`config.mk`:
```
export PLATFORM = sky130hd
export DESIGN_NAME = ifm_bank_scheduler_flat
export DESIGN_NICKNAME = d
export VERILOG_FILES = /design/src/rtl/ifm_bank_scheduler_pkg.sv /design/src/rtl/ifm_bank_scheduler_if.sv /design/src/rtl/ifm_bank_scheduler_bank_ring_ptr.sv /design/src/rtl/ifm_bank_scheduler.sv /design/src/flat_wrapper.sv
export SDC_FILE = /design/constraint.sdc
export NUM_CORES = 1
export LEC_CHECK = 0
export BUFFER_PORTS_ARGS = -buffer_cell sky130_fd_sc_hd__buf_2
export CAP_MARGIN = 30
export CORE_AREA = 2 2 39 41
export DETAILED_ROUTE_END_ITERATION = 8
export DIE_AREA = 0 0 41 43
export GPL_TIMING_DRIVEN = 1
export HOLD_SLACK_MARGIN = 0.15
export PLACE_DENSITY_LB_ADDON = 0.08
export SLEW_MARGIN = 20
export SYNTH_ARGS = -nofsm -noshare
export SYNTH_HDL_FRONTEND = slang
export SYNTH_SLANG_ARGS = --single-unit
```
`constraint.sdc`:
```
create_clock -name clk -period 4.45 [get_ports clk]
set_input_delay 0.445 -clock clk [delete_from_list [all_inputs] [get_ports clk]]
set_output_delay 0.445 -clock clk [all_outputs]
set_load 0.005 [all_outputs]
```
`src/rtl/ifm_bank_scheduler_pkg.sv`:
```
// Shared types and width helpers for the IFM bank scheduler.
// Consumer FSM encoding and bank-select/occupancy width derivation.
package ifm_bank_scheduler_pkg;

  typedef enum logic {
    S_IDLE = 1'b0,
    S_BUSY = 1'b1
  } cu_state_t;

  function automatic int bank_bits(input int n);
    return (n < 2) ? 1 : $clog2(n);
  endfunction

  function automatic int cnt_bits(input int n);
    return $clog2(n + 1);
  endfunction

endpackage

```
`src/rtl/ifm_bank_scheduler_if.sv`:
```
// Producer/consumer handshake bundle around the IFM bank ring.
// master drives the layer-side pulses, slave is the scheduler.
interface ifm_bank_scheduler_if #(
  parameter int NUM_BANKS = 2
) ();
  import ifm_bank_scheduler_pkg::*;

  localparam int BANK_BITS = bank_bits(NUM_BANKS);
  localparam int CNT_BITS  = cnt_bits(NUM_BANKS);

  logic                 start_from_previous;
  logic                 end_from_next;
  logic                 consumer_ready;
  logic [BANK_BITS-1:0] wr_bank_sel;
  logic [BANK_BITS-1:0] rd_bank_sel;
  logic                 start_to_next;
  logic                 producer_ready;
  logic [CNT_BITS-1:0]  bank_count;
  logic                 error;

  modport master (
    output start_from_previous,
    output end_from_next,
    output consumer_ready,
    input  wr_bank_sel,
    input  rd_bank_sel,
    input  start_to_next,
    input  producer_ready,
    input  bank_count,
    input  error
  );

  modport slave (
    input  start_from_previous,
    input  end_from_next,
    input  consumer_ready,
    output wr_bank_sel,
    output rd_bank_sel,
    output start_to_next,
    output producer_ready,
    output bank_count,
    output error
  );

endinterface

```
`src/rtl/ifm_bank_scheduler_bank_ring_ptr.sv`:
```
// Mod-N ring pointer with advance enable.
// Wraps N-1 -> 0 explicitly so non-power-of-2 rings never overrun.
module bank_ring_ptr #(
  parameter int N = 2,
  parameter int W = 1
) (
  input  logic         clk,
  input  logic         reset,
  input  logic         adv,
  output logic [W-1:0] ptr
);

  localparam logic [W-1:0] LAST = W'(N - 1);

  always_ff @(posedge clk) begin
    if (!reset) begin
      ptr <= '0;
    end else if (adv) begin
      ptr <= (ptr == LAST) ? '0 : ptr + W'(1);
    end
  end

endmodule

```
`src/rtl/ifm_bank_scheduler.sv`:
```
// Ring scheduler for the IFM banks between two conv/pool layers.
// Tracks occupancy, launches the consumer, flags protocol misuse.
module ifm_bank_scheduler
  import ifm_bank_scheduler_pkg::*;
#(
  parameter int NUM_BANKS = 2
) (
  input logic                 clk,
  input logic                 reset,
  ifm_bank_scheduler_if.slave bus
);

  localparam int BANK_BITS = bank_bits(NUM_BANKS);
  localparam int CNT_BITS  = cnt_bits(NUM_BANKS);
  localparam logic [CNT_BITS-1:0] FULL = CNT_BITS'(NUM_BANKS);

  cu_state_t            state;
  cu_state_t            state_nxt;
  logic                 start_q;
  logic                 start_nxt;
  logic                 err_q;
  logic [CNT_BITS-1:0]  count;
  logic [BANK_BITS-1:0] wr_ptr;
  logic [BANK_BITS-1:0] rd_ptr;
  logic                 full;
  logic                 accept;
  logic                 reject;
  logic                 rel;
  logic                 stray;

  // Fullness is judged on the pre-edge count, even if a bank frees now.
  assign full   = (count == FULL);
  assign accept = bus.start_from_previous && !full;
  assign reject = bus.start_from_previous && full;
  assign rel    = (state == S_BUSY) && bus.end_from_next;
  assign stray  = (state == S_IDLE) && bus.end_from_next;

  bank_ring_ptr #(.N(NUM_BANKS), .W(BANK_BITS)) u_wr_ptr (
    .clk   (clk),
    .reset (reset),
    .adv   (accept),
    .ptr   (wr_ptr)
  );

  bank_ring_ptr #(.N(NUM_BANKS), .W(BANK_BITS)) u_rd_ptr (
    .clk   (clk),
    .reset (reset),
    .adv   (rel),
    .ptr   (rd_ptr)
  );

  always_comb begin
    state_nxt = state;
    start_nxt = 1'b0;
    unique case (state)
      S_IDLE: begin
        if (count != '0 && bus.consumer_ready) begin
          start_nxt = 1'b1;
          state_nxt = S_BUSY;
        end
      end
      S_BUSY: begin
        if (rel) state_nxt = S_IDLE;
      end
      default: state_nxt = S_IDLE;
    endcase
  end

  always_ff @(posedge clk) begin
    if (!reset) begin
      state   <= S_IDLE;
      start_q <= 1'b0;
      err_q   <= 1'b0;
      count   <= '0;
    end else begin
      state   <= state_nxt;
      start_q <= start_nxt;
      err_q   <= err_q | reject | stray;
      unique case ({accept, rel})
        2'b10:   count <= count + CNT_BITS'(1);
        2'b01:   count <= count - CNT_BITS'(1);
        default: count <= count;
      endcase
    end
  end

  assign bus.wr_bank_sel    = wr_ptr;
  assign bus.rd_bank_sel    = rd_ptr;
  assign bus.start_to_next  = start_q;
  assign bus.producer_ready = !full;
  assign bus.bank_count     = count;
  assign bus.error          = err_q;

endmodule

```
`src/flat_wrapper.sv`:
```
// flat-port wrapper written by rule: the top's interface ports become plain ports
module ifm_bank_scheduler_flat import ifm_bank_scheduler_pkg::*;
#(
  parameter int NUM_BANKS = 2
)
  (clk, reset, bus_start_from_previous, bus_end_from_next, bus_consumer_ready, bus_wr_bank_sel, bus_rd_bank_sel, bus_start_to_next, bus_producer_ready, bus_bank_count, bus_error);
  ifm_bank_scheduler_if #(.NUM_BANKS(NUM_BANKS)) bus_i ();
  input logic clk;
  input logic reset;
  input wire logic [$bits(bus_i.start_from_previous)-1:0] bus_start_from_previous;
  input wire logic [$bits(bus_i.end_from_next)-1:0] bus_end_from_next;
  input wire logic [$bits(bus_i.consumer_ready)-1:0] bus_consumer_ready;
  output wire logic [$bits(bus_i.wr_bank_sel)-1:0] bus_wr_bank_sel;
  output wire logic [$bits(bus_i.rd_bank_sel)-1:0] bus_rd_bank_sel;
  output wire logic [$bits(bus_i.start_to_next)-1:0] bus_start_to_next;
  output wire logic [$bits(bus_i.producer_ready)-1:0] bus_producer_ready;
  output wire logic [$bits(bus_i.bank_count)-1:0] bus_bank_count;
  output wire logic [$bits(bus_i.error)-1:0] bus_error;
  assign bus_i.start_from_previous = bus_start_from_previous;
  assign bus_i.end_from_next = bus_end_from_next;
  assign bus_i.consumer_ready = bus_consumer_ready;
  assign bus_wr_bank_sel = bus_i.wr_bank_sel;
  assign bus_rd_bank_sel = bus_i.rd_bank_sel;
  assign bus_start_to_next = bus_i.start_to_next;
  assign bus_producer_ready = bus_i.producer_ready;
  assign bus_bank_count = bus_i.bank_count;
  assign bus_error = bus_i.error;
  ifm_bank_scheduler #(.NUM_BANKS(NUM_BANKS)) u_core (.clk(clk), .reset(reset), .bus(bus_i));
endmodule
```
==> results of run 1 <==
==> sequential cells by signal (all words and copies together) (netlist names) <==
signal,cells
u_core.u_wr_ptr.ptr,1
u_core.bus.start_to_next,1
u_core.bus.error,1
u_core.bus.bank_count,2
u_core.u_rd_ptr.ptr,1
u_core.state,1
==> logic make-up after synthesis <==
logic type	share of synthesized area [%]
AOI/OAI and AO/OA	11.7
xor gates and xnor gates	9.13
adders and majority gates	4.35
buffers and inverters	5.22
DFF	48.7
muxes	3.91
and+or+nand+nor	17.0
==> synthesized netlist by cell type <==
| cell | n |
|---|---|
| xnor2_1 | 2 |
| nor2b_1 | 1 |
| nand2_1 | 1 |
| xor2_1 | 1 |
| a221oi_1 | 1 |
| dfxtp_1 | 7 |
| and2_1 | 1 |
| ha_1 | 1 |
| nor2_1 | 4 |
| or3_1 | 2 |
| o21ai_0 | 3 |
| inv_1 | 4 |
| a21oi_1 | 2 |
| nor3_1 | 1 |
| mux2_2 | 1 |
==> worst max-delay path, stage by stage, from the launching register on <==
cell and delay (ps):
dfxtp_1 370, nor2b_1 260, inv_1 80, nand2_1 80
ha_1 250, or3_1 380, a21oi_1 130
==> where the power goes <==
group	internal [mW]	switching [mW]	leakage (nW)
registers	0.0714	0.00684	0.0576
logic	0.0195	0.0174	0.110
clock network	0.0342	0.0238	0.0150
==> area by class of cell <==
| type | instances | area (um^2) | area share, % |
|---|---|---|---|
| tap | 16 | 20.0 | 5.14 |
| timing repair buffer | 11 | 55.1 | 14.1 |
| inverter | 4 | 15.0 | 3.86 |
| sequential | 7 | 140 | 36.0 |
| clock buffer | 4 | 26.3 | 6.75 |
| multi-input combinational | 21 | 133 | 34.1 |
==> layer usage <==
| metal | vias up | track usage, % | part of all wire (%) |
|---|---|---|---|
| met3 | 2 | 3.14 | 9.3 |
| met4 | 0 | 8.00 | 1.3 |
| met1 | 120 | 8.74 | 41 |
| met5 | - | 0 | 0 |
| met2 | 7 | 11.9 | 49 |
| li1 | 135 | - | - |
==> through the flow <==
step,setup WS (ps),hold WS (ps)
after floorplan,2940,415
after global placement,2820,437
after detailed placement,2780,430
after CTS,2800,439
after global routing,2700,459
final,2820,434
==> worst paths after layout <==
kind	end	start
worst max-delay path	u_core.bus.bank_count[1]	u_core.bus.bank_count[1]
worst min register to register	u_core.bus.start_to_next	u_core.state
worst min-delay path	u_core.bus.start_to_next	u_core.state
worst max register to register	u_core.bus.bank_count[1]	u_core.bus.bank_count[1]
==> impl_metrics.env, run 1 <==
export IMPL_fin_util_pct=28.1
export IMPL_syn_inst=32
export IMPL_postRouteAntennaNets=0
export IMPL_power_density_nw_per_um2=445
export IMPL_nNetsFinal=54
export IMPL_grt_pass1_vias=245
export IMPL_drive_above_1_share_pct=31.9
export IMPL_synth_seq_cells=7
export IMPL_vias=264
export IMPL_cts_made_buffers=3
export IMPL_yosys_area_top_type="dfxtp_1"
export IMPL_drc=0
export IMPL_syn_area_um2=288
export IMPL_hold_path_class="reg -> reg"
export IMPL_mostFrequentLayoutCell="buf_2"
export IMPL_cts_tree="yes"
export IMPL_clock_latency_ps=250
export IMPL_worst_setup_path_type="reg -> reg"
export IMPL_fmax_ghz=0.614
export IMPL_fp_dieH_um=43
export IMPL_skew_ps=2.65
export IMPL_io_buffers=11
export IMPL_yosysSeqAreaShare_pct=48.7
export IMPL_syn_nets=38
export IMPL_cts_hold_buf=0
export IMPL_die_w_um=41
export IMPL_grt_max_degree=8
export IMPL_grtUsageTotal_pct=8.35
export IMPL_slew_headroom_pct=84.3
export IMPL_gp_congestion=0.625
export IMPL_cp_start_kind="register"
export IMPL_cts_resized=0
export IMPL_worst_ir_drop_vdd_mv=0.149
export IMPL_initial_core_util_pct=20.8
export IMPL_synth_top_area_share_pct=48.7
export IMPL_fp_row_count=14
export IMPL_fin_crit_ps=1630
export IMPL_cp_max_fo=5
export IMPL_finalCritPeriodShare_pct=36.6
export IMPL_leakage_nw=0.183
export IMPL_fin_setup_tns_ps=0
export IMPL_ys_top_cells_by_area="dfxtp_1, xnor2_1, o21ai_0"
export IMPL_post_cts_buffers=0
export IMPL_path_clk_slew_ps=50
export IMPL_dp_cells=59
export IMPL_placed_area_um2=363
export IMPL_critPathArrivalTime_ps=1810
export IMPL_cts_sinks=7
export IMPL_grt_pass1_wl_um=931
export IMPL_hold_viol=0
export IMPL_clock_path_buffers=2
export IMPL_dieArea_um2=1760
export IMPL_viasPerCell=4.19
export IMPL_fillers=163
export IMPL_setup_viol=0
export IMPL_dr_pass1_iters=2
export IMPL_r2r_slack_ps=2820
export IMPL_ys_types=15
export IMPL_grt_ovfl_total=0
export IMPL_endpoint_kind="register"
export IMPL_detail_route_wl_per_cell_um=10.0
export IMPL_core_um2=1380
export IMPL_cts_root_buf="clkbuf_4"
export IMPL_ff2ff_path_depth=6
export IMPL_ios=12
export IMPL_power_total_uw=173
export IMPL_wl_um=632
export IMPL_htreeDepth=1
export IMPL_yosys_warnings=0
export IMPL_avgSynthCellArea_um2=8.99
export IMPL_dr_first_iter_drc_count=1
export IMPL_drv_slew=0
export IMPL_diodes=0
export IMPL_outcome="completed"
export IMPL_holdPathStages=1
export IMPL_layout_common_cells="buf_2, dfxtp_1, inv_1, nor2_1"
export IMPL_antenna_found_initial=0
export IMPL_area_growth_pct=35.2
export IMPL_worst_slew_pin_transition_ps=234
export IMPL_design_area_um2=389
export IMPL_rsz0062_at_grt="false"
export IMPL_drv_cap=0
export IMPL_cp_required_ps=4630
export IMPL_stdcell_count=63
export IMPL_dp_hpwl_um=516
Power figures use the tool's default switching activity.
==> run 2, diff against run 1 <==
- clock period: 4.45 -> 1.4 ns (I/O delays scaled with it)
==> run 2 against run 1 <==
Effect of this change:
- critical endpoint unchanged
- global-route usage grew 1.3 points
- critical path type unchanged
- wire length grew 7.1%
- sequential power grew to 3.1 times the previous value
- total power grew to 3.5 times the previous value
- sequential share of layout area shrank 4.0 points
- critical path depth is the same
- die area is the same
- worst hold slack lost 270 ps
- first-iteration DRC count grew 100%
- largest power group unchanged
- via count grew 11%
- clock power grew to 3.2 times the previous value
- worst setup slack lost 2800 ps
==> impl_metrics.env, run 2 (synthesized netlist as in run 1, its figures left out) <==
export IMPL_outcome="completed"
export IMPL_initial_core_util_pct=20.8
export IMPL_ff2ff_path_depth=6
export IMPL_grtUsageTotal_pct=9.67
export IMPL_dp_hpwl_um=525
export IMPL_power_density_nw_per_um2=1350
export IMPL_clock_latency_ps=250
export IMPL_startpoint="u_core.bus.bank_count[1]"
export IMPL_viasPerCell=4.36
export IMPL_worst_slew_pin_transition_ps=229
export IMPL_drv_slew=0
export IMPL_cp_max_fo=3
export IMPL_slew_headroom_pct=84.7
export IMPL_clock_path_buffers=2
export IMPL_placed_area_um2=408
export IMPL_htreeDepth=1
export IMPL_cts_hold_buf=0
export IMPL_grt_max_degree=8
export IMPL_hold_path_end="u_core.bus.error"
export IMPL_cts_tree="yes"
export IMPL_fmax_ghz=0.735
export IMPL_design_area_um2=445
export IMPL_cts_made_buffers=3
export IMPL_cts_root_buf="clkbuf_4"
export IMPL_area_growth_pct=54.8
export IMPL_grt_pass1_vias=267
export IMPL_antenna_found_initial=0
export IMPL_nNetsFinal=58
export IMPL_drive_above_1_share_pct=49.0
export IMPL_reg2reg_to="u_core.bus.bank_count[1]"
export IMPL_path_clk_slew_ps=50
export IMPL_dieArea_um2=1760
export IMPL_ios=12
export IMPL_grt_ovfl_total=0
export IMPL_gp_congestion=0.587
export IMPL_holdPathStages=3
export IMPL_power_total_uw=600
export IMPL_skew_ps=1.24
export IMPL_grt_pass1_wl_um=1090
export IMPL_core_um2=1380
export IMPL_stdcell_count=67
export IMPL_mostFrequentLayoutCell="buf_2"
export IMPL_setup_viol=0
export IMPL_layout_common_cells="buf_2, dfxtp_1, inv_1, nor2_1, buf_4"
export IMPL_hold_path_class="in -> reg"
export IMPL_dr_first_iter_drc_count=2
export IMPL_cp_required_ps=1580
export IMPL_leakage_nw=0.206
export IMPL_finalCritPeriodShare_pct=97.1
export IMPL_post_place_ws_ps=9.26
export IMPL_finalWorstSetupSlack_ps=40.3
export IMPL_drv_cap=0
export IMPL_vias=292
export IMPL_hold_viol=0
export IMPL_worst_setup_path_type="reg -> reg"
export IMPL_critPathArrivalTime_ps=1540
export IMPL_fillers=167
export IMPL_die_w_um=41
export IMPL_fin_setup_tns_ps=0
export IMPL_detail_route_wl_per_cell_um=10.1
export IMPL_hold_slack_ps=164
export IMPL_largest_register_ffs=2
export IMPL_cp_start_kind="register"
export IMPL_diodes=0
export IMPL_cts_sinks=7
export IMPL_hold_path_startpoint="bus_end_from_next"
export IMPL_wl_um=677
export IMPL_dr_pass1_iters=2
export IMPL_fp_dieH_um=43
export IMPL_r2r_start="u_core.bus.bank_count[1]"
export IMPL_fin_util_pct=32.2
export IMPL_worst_ir_drop_vdd_mv=0.374
export IMPL_endpoint_kind="register"
export IMPL_r2r_slack_ps=40
export IMPL_postRouteAntennaNets=0
export IMPL_fin_crit_ps=1360
export IMPL_io_buffers=11
export IMPL_dp_cells=62
export IMPL_fp_row_count=14
export IMPL_drc=0
[run 2: per-layer routing]
layer | vias up | track usage [%] | wire [um]
met1 | 132 | 12.3 | 294
met4 | 0 | 6.00 | 17
li1 | 145 | - | -
met3 | 2 | 4.71 | 85
met5 | - | 0 | 0
met2 | 13 | 12.5 | 279
[run 2: worst max-delay path by stage]
stage | cells past startpoint | slack, ps | to
after global placement | 6 | 30 | u_core.bus.bank_count[1]
after detailed placement | 6 | 9 | u_core.bus.bank_count[1]
final | 6 | 40 | u_core.bus.bank_count[1]
after global routing | 6 | -6 | u_core.bus.bank_count[1]
after floorplan | 6 | 5 | u_core.bus.bank_count[1]
after CTS | 4 | 10 | u_core.bus.bank_count[1]
[run 2: timing repair]
item	CTS	global route
cloned	0	0
setup endpoints to repair	1	1
gates resized for setup	1	1
pin swaps	0	1
setup buffers	0	1
[run 2: cell type report]
class / instances / area, um^2 / share of cell area (%)
Clock buffer: 4 / 26.3 / 5.90
Inverter: 4 / 15.0 / 3.37
Multi-Input combinational cell: 21 / 156 / 35.1
Sequential cell: 7 / 143 / 32.0
Tap cell: 16 / 20.0 / 4.49
Timing Repair Buffer: 15 / 85.1 / 19.1
[run 2: report_power, final]
| part | leakage (nW) | internal, mW | switching, mW |
|---|---|---|---|
| registers | 0.0583 | 0.229 | 0.0165 |
| logic | 0.133 | 0.0945 | 0.0734 |
| clock network | 0.0150 | 0.109 | 0.0775 |
| total | 0.206 | 0.433 | 0.167 |
[run 2: critical path: stages (launching register included)]
cell and delay [ps]:
dfxtp_2 320, nor2b_4 130, inv_1 60, nand2_2 80
ha_4 200, or3_1 360, a21oi_1 130
==> run 3, diff against run 2 <==
- CAP_MARGIN: 30 -> default
- PLACE_DENSITY_LB_ADDON: 0.08 -> default
- clock period: 1.4 -> 1.7 ns (I/O delays scaled with it)
==> run 3 against run 2 <==
Effect of this change:
- wire length is 11% lower
- maximum frequency decreased by 14%
- sequential share of layout area increased by 3.8 points
- first-iteration DRC count increased to 2.5 times the previous value
- critical path type unchanged
==> impl_metrics.env, run 3 (synthesized netlist as in run 1, its figures left out) <==
export IMPL_top_layer="met3"
export IMPL_path_clk_slew_ps=50
export IMPL_finalCritPeriodShare_pct=92.9
export IMPL_drive_above_1_share_pct=34.0
export IMPL_cts_hold_buf=0
export IMPL_hold_viol=0
export IMPL_clock_path_buffers=2
export IMPL_fin_crit_ps=1580
export IMPL_fp_row_count=14
export IMPL_ios=12
export IMPL_outcome="completed"
export IMPL_wl_um=600
export IMPL_cts_resized=0
export IMPL_drv_cap=0
export IMPL_postRouteAntennaNets=0
export IMPL_cts_made_buffers=3
export IMPL_initial_core_util_pct=20.8
export IMPL_slew_headroom_pct=85.0
export IMPL_nNetsFinal=54
export IMPL_diodes=0
export IMPL_cp_start_kind="register"
export IMPL_hold_path_end="u_core.bus.error"
export IMPL_clock_latency_ps=250
export IMPL_mostFrequentLayoutCell="buf_2"
export IMPL_area_growth_pct=36.1
export IMPL_post_cts_buffers=0
export IMPL_finalWorstSetupSlack_ps=120
export IMPL_drt_met1_wl_um=297
export IMPL_dr_first_iter_drc_count=5
export IMPL_worst_setup_path_type="reg -> reg"
export IMPL_dp_cells=59
export IMPL_routed_wl_met2_um=254
export IMPL_viasPerCell=3.97
export IMPL_worst_ir_drop_vdd_mv=0.302
export IMPL_r2r_slack_ps=120
export IMPL_grt_ovfl_total=0
export IMPL_hold_path_class="in -> reg"
export IMPL_cp_required_ps=1880
export IMPL_cts_sinks=7
export IMPL_grt_pass1_vias=211
export IMPL_fin_setup_tns_ps=0
export IMPL_grt_pass1_wl_um=945
export IMPL_antenna_found_initial=0
export IMPL_vias=250
export IMPL_ff2ff_path_depth=6
export IMPL_cp_max_fo=5
export IMPL_power_density_nw_per_um2=1160
export IMPL_largest_register_ffs=2
export IMPL_holdPathStages=3
export IMPL_met3_length_um=48
export IMPL_fp_dieH_um=43
export IMPL_drc=0
export IMPL_dp_hpwl_um=465
export IMPL_cts_root_buf="clkbuf_4"
export IMPL_startpoint="u_core.bus.bank_count[1]"
export IMPL_drv_slew=0
export IMPL_worst_slew_pin_transition_ps=225
export IMPL_hold_path_startpoint="bus_end_from_next"
export IMPL_power_total_uw=455
export IMPL_post_place_ws_ps=47.4
export IMPL_reg2reg_to="u_core.bus.bank_count[1]"
export IMPL_r2r_start="u_core.bus.bank_count[1]"
export IMPL_layout_common_cells="buf_2, dfxtp_1, inv_1, nor2_1"
export IMPL_critPathArrivalTime_ps=1760
export IMPL_cts_tree="yes"
export IMPL_core_um2=1380
export IMPL_stdcell_count=63
export IMPL_dr_pass1_iters=4
export IMPL_gp_congestion=0.667
export IMPL_leakage_nw=0.183
export IMPL_die_w_um=41
export IMPL_setup_viol=0
export IMPL_skew_ps=2.06
export IMPL_fmax_ghz=0.633
export IMPL_grtUsageTotal_pct=8.95
export IMPL_detail_route_wl_per_cell_um=9.52
export IMPL_rsz0062_at_grt="false"
export IMPL_io_buffers=11
export IMPL_htreeDepth=1
export IMPL_fin_util_pct=28.3
export IMPL_dieArea_um2=1760
export IMPL_endpoint_kind="register"
export IMPL_grt_max_degree=8
run 3: cell types whose count changed in the layout (fill, tap and decap cells not counted), sizes merged:
cell | before | now
buf | 15 | 11
run 3: power by group:
group          leakage, nW  total (mW)  internal (mW)  switching, mW
Combinational        0.111      0.0967         0.0520         0.0448
Sequential          0.0576       0.206          0.187         0.0192
Clock               0.0150       0.153         0.0897         0.0629
Total                0.183       0.455          0.329          0.127
run 3: stage by stage:
| step | cell area [um^2] | hold slack, ps |
|---|---|---|
| detailed placement | 363 | 434 |
| floorplan | 288 | 326 |
| CTS | 389 | 204 |
| global placement | 363 | 433 |
| finish | 392 | 205 |
| global route | 392 | 237 |
run 3: critical path: stages (launching register included):
cell	delay, ps
dfxtp_1	370
nor2b_2	210
inv_1	70
nand2_1	80
ha_1	250
or3_1	380
a21oi_1	140
run 3: layout make-up:
class / instances / area [um^2]
inverters: 4 / 15.0
flip-flops and latches: 7 / 140
clock buffers: 4 / 26.3
well taps: 16 / 20.0
multi-input cells: 21 / 135
fillers: 145 / 992
repair buffers: 11 / 55.1
run 3: how the worst max path moves through the flow:
stage                                     to  slack [ps]  cells after the start
floorplan           u_core.bus.bank_count[1]         190                      6
global placement    u_core.bus.bank_count[1]         120                      6
detailed placement  u_core.bus.bank_count[1]          50                      6
CTS                 u_core.bus.bank_count[1]          40                      6
global route        u_core.bus.bank_count[1]          30                      6
finish              u_core.bus.bank_count[1]         120                      6
run 3: layer usage:
metal	vias to the layer above	GRT usage, %
met5	-	0
met4	0	10.0
met3	0	4.71
met2	11	7.81
met1	101	12.9
li1	138	-
